## config.mk

```make
export PLATFORM = sky130hd
export DESIGN_NAME = mem_access_unit
export DESIGN_NICKNAME = d
export VERILOG_FILES = /design/src/rtl/mem_access_unit.sv
export SDC_FILE = /design/constraint.sdc
export NUM_CORES = 1
export LEC_CHECK = 0
export ABC_AREA = 1
export BUFFER_PORTS_ARGS = -buffer_cell sky130_fd_sc_hd__buf_2
export CAP_MARGIN = 0
export CORE_AREA = 2 2 117 119
export CTS_BUF_LIST = sky130_fd_sc_hd__clkbuf_8
export DETAILED_ROUTE_END_ITERATION = 10
export DIE_AREA = 0 0 119 121
export GPL_TIMING_DRIVEN = 0
export HOLD_SLACK_MARGIN = 0.02
export PLACE_DENSITY = 0.87
export SLEW_MARGIN = 20
export SYNTH_ARGS = -nofsm -noshare
export SYNTH_HDL_FRONTEND = slang
export SYNTH_SLANG_ARGS = --single-unit
```

## constraint.sdc

```tcl
create_clock -name clk -period 3.8 [get_ports clk]
set_input_delay 0.38 -clock clk [delete_from_list [all_inputs] [get_ports clk]]
set_output_delay 0.38 -clock clk [all_outputs]
set_load 0.05 [all_outputs]
```

## src/rtl/mem_access_unit.sv

```systemverilog
// Load/store unit between the pipeline and a word-wide data memory.
// Sub-word stores are done as read-modify-write; loads are lane-extracted and extended.
module mem_access_unit (
  input  logic        clk,
  input  logic        rst_n,
  input  logic        req_valid,
  output logic        req_ready,
  input  logic        req_we,
  input  logic [1:0]  req_size,
  input  logic        req_unsigned,
  input  logic [31:0] req_addr,
  input  logic [31:0] req_wdata,
  output logic        resp_valid,
  output logic [31:0] resp_rdata,
  output logic        resp_err,
  output logic        mem_ren,
  output logic        mem_wen,
  output logic [31:0] mem_addr,
  output logic [31:0] mem_data_i,
  input  logic [31:0] mem_data_o
);

  typedef enum logic [1:0] {IDLE, RD, WR, RESP} state_t;

  state_t      state;
  state_t      state_next;

  logic        we_q;
  logic [1:0]  size_q;
  logic        unsigned_q;
  logic [31:0] addr_q;
  logic [31:0] wdata_q;
  logic [31:0] rbuf_q;
  logic        err_q;

  logic        req_err;
  logic        handshake;
  logic [31:0] word_addr;
  logic [31:0] merged;
  logic [7:0]  byte_sel;
  logic [15:0] half_sel;
  logic [31:0] load_val;

  // Misalignment and reserved-size detection on the incoming request.
  always_comb begin
    req_err = 1'b0;
    case (req_size)
      2'b00:   req_err = 1'b0;
      2'b01:   req_err = req_addr[0];
      2'b10:   req_err = (req_addr[1:0] != 2'b00);
      default: req_err = 1'b1;
    endcase
  end

  assign handshake = req_valid && (state == IDLE);
  assign word_addr = {addr_q[31:2], 2'b00};

  always_ff @(posedge clk or negedge rst_n) begin
    if (!rst_n) begin
      state <= IDLE;
    end else begin
      state <= state_next;
    end
  end

  always_comb begin
    state_next = state;
    case (state)
      IDLE: begin
        if (req_valid) begin
          if (req_err) begin
            state_next = RESP;
          end else if (req_we && (req_size == 2'b10)) begin
            state_next = WR;
          end else begin
            state_next = RD;
          end
        end
      end
      RD:      state_next = we_q ? WR : RESP;
      WR:      state_next = RESP;
      RESP:    state_next = IDLE;
      default: state_next = IDLE;
    endcase
  end

  always_ff @(posedge clk or negedge rst_n) begin
    if (!rst_n) begin
      we_q       <= 1'b0;
      size_q     <= 2'b00;
      unsigned_q <= 1'b0;
      addr_q     <= 32'h0;
      wdata_q    <= 32'h0;
      err_q      <= 1'b0;
    end else if (handshake) begin
      we_q       <= req_we;
      size_q     <= req_size;
      unsigned_q <= req_unsigned;
      addr_q     <= req_addr;
      wdata_q    <= req_wdata;
      err_q      <= req_err;
    end
  end

  always_ff @(posedge clk or negedge rst_n) begin
    if (!rst_n) begin
      rbuf_q <= 32'h0;
    end else if (state == RD) begin
      rbuf_q <= mem_data_o;
    end
  end

  // Store merge: sub-word data overwrites its lane in the word read during RD.
  always_comb begin
    merged = rbuf_q;
    case (size_q)
      2'b00:   merged[{addr_q[1:0], 3'b000} +: 8] = wdata_q[7:0];
      2'b01:   merged[{addr_q[1], 4'b0000} +: 16] = wdata_q[15:0];
      default: merged = wdata_q;
    endcase
  end

  assign byte_sel = rbuf_q[{addr_q[1:0], 3'b000} +: 8];
  assign half_sel = rbuf_q[{addr_q[1], 4'b0000} +: 16];

  always_comb begin
    load_val = rbuf_q;
    case (size_q)
      2'b00:   load_val = {{24{~unsigned_q & byte_sel[7]}}, byte_sel};
      2'b01:   load_val = {{16{~unsigned_q & half_sel[15]}}, half_sel};
      default: load_val = rbuf_q;
    endcase
  end

  // Memory-side outputs decode only registered state, never the live request.
  always_comb begin
    req_ready  = (state == IDLE);
    mem_ren    = 1'b0;
    mem_wen    = 1'b0;
    mem_addr   = 32'h0;
    mem_data_i = 32'h0;
    case (state)
      RD: begin
        mem_ren  = 1'b1;
        mem_addr = word_addr;
      end
      WR: begin
        mem_wen    = 1'b1;
        mem_addr   = word_addr;
        mem_data_i = merged;
      end
      default: ;
    endcase
  end

  always_ff @(posedge clk or negedge rst_n) begin
    if (!rst_n) begin
      resp_valid <= 1'b0;
      resp_err   <= 1'b0;
      resp_rdata <= 32'h0;
    end else begin
      resp_valid <= (state == RESP);
      resp_err   <= (state == RESP) && err_q;
      resp_rdata <= ((state == RESP) && !err_q && !we_q) ? load_val : 32'h0;
    end
  end

endmodule

```

Word-level counts from Yosys, hierarchy flattened:

Cells that the tools add are included.

* add/sub/neg operators: 2
* equal/unequal tests: 7
* shifts and indexed selects: 6
* multiplexer cells: 15
* bitwise logic cells: 3
* reduce and logical (&&, ||, !) cells: 12

Operator list (count)
* $pmux 32 s2: 2
* $mux 32: 3
* $bwmux 32: 2
* $shift 16x7->32 const A: 1
* $shift 8x7->32 const A: 1
* $shiftx 16x7->32: 1
* $shiftx 32x6->16: 1
* $shiftx 32x6->8: 1
* $shiftx 8x7->32: 1
* $neg 5->7: 2
* $pmux 2 s4: 1
* $eq 2x1->1 const B: 3
* $eq 2x2->1 const B: 3
* $logic_not 2->1: 3
* $mux 2: 3
* $logic_and 1x1->1: 5
* $mux 1: 3
* $pmux 1 s3: 1
* $and 1x1->1: 2
* $logic_not 1->1: 2
* $ne 2x2->1 const B: 1
* $reduce_bool 2->1: 1
* $reduce_or 2->1: 1
* $not 1->1: 1

* register bits after elaboration: 137
* bits of input ports: 103
* output and inout bits: 101
* word-level logic and storage cells: 56

Logic depth before layout (Yosys ltp):

* depth after elaboration: 6
* gate-level depth with buffers: 11
* mapped depth without buffers: 8

Worst setup path after synthesis:

OpenSTA, ideal clock, no wires.

* path kind: register to output
* start: register addr_q[1]
* end: output mem_data_i[30]
* arrival: 2.351 ns
* required time: 3.420 ns
* slack: 1.069 ns
* cell stages (with the launch flop): 11
* path buffers: 3
* cells stage by stage: dfrtp_1 buf_6 inv_4 buf_2 ha_1 buf_4 inv_1 nand3_1 nand2_1 nand2_1 a21oi_1

* longest elaborated chain between the ends: 5
* elaborated cells on any way between the ends: 10
* classes of those cells: add/sub: 2; shift: 4; mux: 4

RTL lines
* start: declaration: RTL line 31 `logic [31:0] addr_q;`
* start signal: assignment: RTL line 99 `addr_q <= req_addr;`
* $neg 5->7, on equally long branches: RTL line 118, 117
* $shiftx 16x7->32, or another cell as far along: RTL line 118 `2'b01: merged[{addr_q[1], 4'b0000} +: 16] = wdata_q[15:0];`
* $bwmux 32, on equally long branches: RTL line 118, 117
* $pmux 32 s2 (*): RTL line 116 `case (size_q)`
* $mux 32 (*): RTL line 142 `case (state)`
* end: declaration: RTL line 19 `output logic [31:0] mem_data_i,`

Every way passes the cells marked *; elsewhere a longest branch is shown, timed or not.

Worst setup path after layout:

* start: register addr_q[0]
* end: output mem_data_i[22]

* longest elaborated chain between the ends: 5
* elaborated cells on any way between the ends: 6
* classes of those cells: add/sub: 1; shift: 2; mux: 3

RTL lines
* $neg 5->7 (*): RTL line 117 `2'b00: merged[{addr_q[1:0], 3'b000} +: 8] = wdata_q[7:0];`
* $shiftx 8x7->32 or $shift 8x7->32 (tied branches): RTL line 117
* $bwmux 32 (*): RTL line 117
* $pmux 32 s2 (*): RTL line 116
* $mux 32 (*): RTL line 142

Marked as above.

==> reports/qor.txt <==
Status -> finished clean
Mux cell area share after synthesis -> 0%
Clock Sinks -> 137
Switching part of the total -> 55.8%
Adder-Cell Fraction of Synth Area -> 1.49%
R2R cell count -> 6
Fin crit period -> 3.35 ns
Max layer used -> met4
DR WL met2 -> 11.6 mm
Cell Int Power -> 0.00436 W
Slowest CP cell -> dfrtp_1
Power density cells -> 1060 nW/µm²
Metal3 WL -> 2.14 mm
H-tree levels -> 4
Via count -> 7840
Clock root cell -> clkbuf_8
Routed met1 length -> 10.1 mm
Clock Latency Late Sink -> 0.47 ns
Die H -> 121 µm
TritonCTS Buffers -> 17
Synth Area in Compound Gates -> 17.4%
Top cells by area, synth -> dfrtp_1 (45%), nand2_1 (17%), o21ai_0 (8.9%)
Ys Warns -> 0
Synth Area in XOR/XNOR -> 0%
Share of cells above drive strength 1 -> 22.1%
Utilization after layout -> 71.0%
Final Hold Viols -> 0
Row count -> 42
Hold_sp -> req_addr[25]
Largest family of logic cells by synthesized area -> simple AND/OR/NAND/NOR gates
Post-Syn Area per Cell -> 7.24 µm²
CTS tree -> done
Clk buf depth -> 2
Horiz. Die Dim -> 119 µm
Fin. max-slew vios -> 0
Synthesized cell area -> 7550 µm²
Critical Path RT -> 3.42 ns
Hold Path Class -> in -> reg
Drt wl/cell -> 17.4 µm
Hold Path Depth -> 3
Setup Viol. Count Final -> 0
Hold WS -> 0.0985 ns
Initial Util -> 57.7%
Max-Cap Viols -> 0
Endpoint type of the worst setup path -> output port
# DRC -> 0
Storage element area -> 3430 µm²
Unique masters post-synth -> 29
Slew headroom -> 51.4%
Post-Route WL -> 25.3 mm
Clock share of power -> 14.2%
Reg2reg start -> state[1]
RSZ-0062 raised after global routing -> no
Slew @ Worst Pin -> 0.729 ns
Initial DRC Count -> 774
Critical Path AT -> 2.97 ns
Grt ovf -> 0
FF-to-FF setup slack -> 1.80 ns
Largest net degree at the start of global routing -> 77
Vias/cell -> 5.39
Antenna-violating nets left -> 0
Synth top area share -> 45.4%
Die area -> 14400 µm²
Overall Global Routing Usage -> 36.5%
Sequential area share after synthesis -> 45.4%
Cell count after synthesis -> 1042
First-pass GRT wire length -> 39.8 mm
Logic pwr share -> 58.8%
Reg2reg end -> rbuf_q[0]
Fillers -> 1111
Skew final -> 0.00938 ns
Core Area -> 13100 µm²
Final nets -> 1377
HPWL after detailed placement -> 19.4 mm
Crit path launch type -> flop
Clock slew at reported path FFs -> 0.07 ns
Critical path type -> reg -> out
Period Utilization, post-route -> 88.3%
Leakage power -> 5.11 nW
Port Buffer Count -> 201
Antenna fix cells -> 0
Switching pwr -> 0.00550 W
Fmax -> 0.298 GHz
#FFs+latches synth -> 137
Critical-path maximum fanout -> 10
Sequential power share -> 26.9%
Area growth, synth to finish -> 23.2%
Setup TNS -> 0 ns
Footprint of the multi-input gates -> 3330 µm²
Io pins -> 204
Initial antenna violation count -> 0
Simple-Gate Fraction of Synth Area -> 25.2%
Vias in the first global route -> 7560
Area leader, netlist -> dfrtp_1
Crit-path max cell delay -> 0.58 ns
Hold Path End -> addr_q[25]
GPL Wtd Cong -> 0.990
Worst-path cell chain -> inv_1 -> ha_1 -> buf_4 -> inv_1 -> nor2_4 -> nand2_1 -> a21oi_1 -> nor2_1 -> nor2_1 -> buf_2
Max VDD drop -> 0.000814 V
Cts repair resizes -> 0
Drt first pass iters -> 7
cells in the mapped netlist, drive strengths merged:
cell type and number:
clkbuf 33, o2111ai 1, a21oi 94, nand2 347
o21bai 4, o211ai 11, buf 33, nor2 76
a211oi 5, conb 1, nand4 4, nand3 41
o21ai 135, dfrtp 137, inv 111, ha 9
critical path, delay by kind of cell, from the launching register on:
| family | cells | cell delay (ns) |
|---|---|---|
| flops | 1 | 0.58 |
| buf+inv | 4 | 0.91 |
| compound gates | 1 | 0.14 |
| fa+ha+maj | 1 | 0.37 |
| simple gates | 4 | 0.50 |
power groups by stage:
stage               logic (W)  clock network (W)  registers, W
floorplan             0.00402                  0       0.00263
global placement      0.00564                  0       0.00264
detailed placement    0.00571                  0       0.00263
CTS                   0.00574            0.00142       0.00262
global route          0.00628            0.00148       0.00270
finish                0.00580            0.00140       0.00266
timing repair:
item / 4_1_cts / 5_1_grt
hold endpoints to repair: 61 / 0
endpoints found under the setup margin: 0 / 0
hold buffers: 1 / 0
setup buffers: 0 / 0
per-stage QoR:
stage | instance area [µm²] | total power [W] | setup slack (ns) | instances
2_1_floorplan | 7550 | 0.00665 | 1.07 | 1043
3_3_place_gp | 8780 | 0.00829 | 0.590 | 1420
3_5_place_dp | 8810 | 0.00834 | 0.998 | 1421
4_1_cts | 9300 | 0.00977 | 0.488 | 1454
5_1_grt | 9300 | 0.0105 | 0.289 | 1454
6_report | 9300 | 0.00986 | 0.445 | 1454
routing by layer:
layer,global-route usage [%],vias to the layer above
met2,59.0,448
met3,6.67,88
met5,0,-
met4,22.5,0
met1,45.7,3558
li1,-,3746
worst max-delay path by stage:
stage	slack, ns	from	endpoint	depth (start not counted)
2_1_floorplan	1.07	addr_q[1]	mem_data_i[30]	10
3_3_place_gp	0.59	rst_n	addr_q[17]	1
3_5_place_dp	1.0	addr_q[0]	mem_data_i[20]	10
4_1_cts	0.49	addr_q[0]	mem_data_i[20]	10
5_1_grt	0.29	addr_q[0]	mem_data_i[26]	9
6_report	0.45	addr_q[0]	mem_data_i[22]	10
area by class of cell:
type / instances / area share, %
sequential: 137 / 36.9
multi-input combinational: 729 / 35.9
timing repair buffer: 203 / 11.3
inverter: 111 / 4.54
buffer: 66 / 3.94
clock buffer: 20 / 2.96
tap: 176 / 2.37
clock inverter: 12 / 2.11
placed cells by master (no fill, tap or decap), types with 2 or more instances in the layout:
cell / Yosys / routed
o21ai_0: 134 / 134
o21bai_1: 4 / 4
clkbuf_8: 0 / 20
clkinv_2: 0 / 2
buf_2: 14 / 214
nand2_2: 2 / 2
nand4_1: 3 / 3
ha_1: 9 / 9
inv_1: 106 / 107
nand2_1: 344 / 344
dfrtp_1: 137 / 137
buf_8: 1 / 2
conb_1: 1 / 2
buf_6: 6 / 6
clkinvlp_4: 0 / 2
o211ai_1: 10 / 10
nor2_8: 2 / 2
inv_4: 2 / 2
buf_4: 12 / 12
nor2_4: 2 / 2
bufinv_16: 0 / 5
inv_2: 3 / 3
clkbuf_1: 33 / 33
nor2_1: 72 / 72
nand3_1: 39 / 39
a211oi_1: 5 / 5
a21oi_1: 94 / 94
clkinv_4: 0 / 2
nand3_2: 2 / 2
sequential cells by signal, summed over array words and instances, names as in the netlist:
signal and flops:
state 2, err_q 1, resp_rdata 32, size_q 2, we_q 1, unsigned_q 1, resp_valid 1, resp_err 1
wdata_q 32, rbuf_q 32, addr_q 32
cells by family (layout without fill, tap and decap cells):
group / after synthesis / after routing
compound gates: 250 / 250
fa+ha+maj: 9 / 9
buf+inv: 177 / 412
flops: 137 / 137
other cells: 1 / 2
simple gates: 468 / 468
Power figures use the tool's default switching activity.
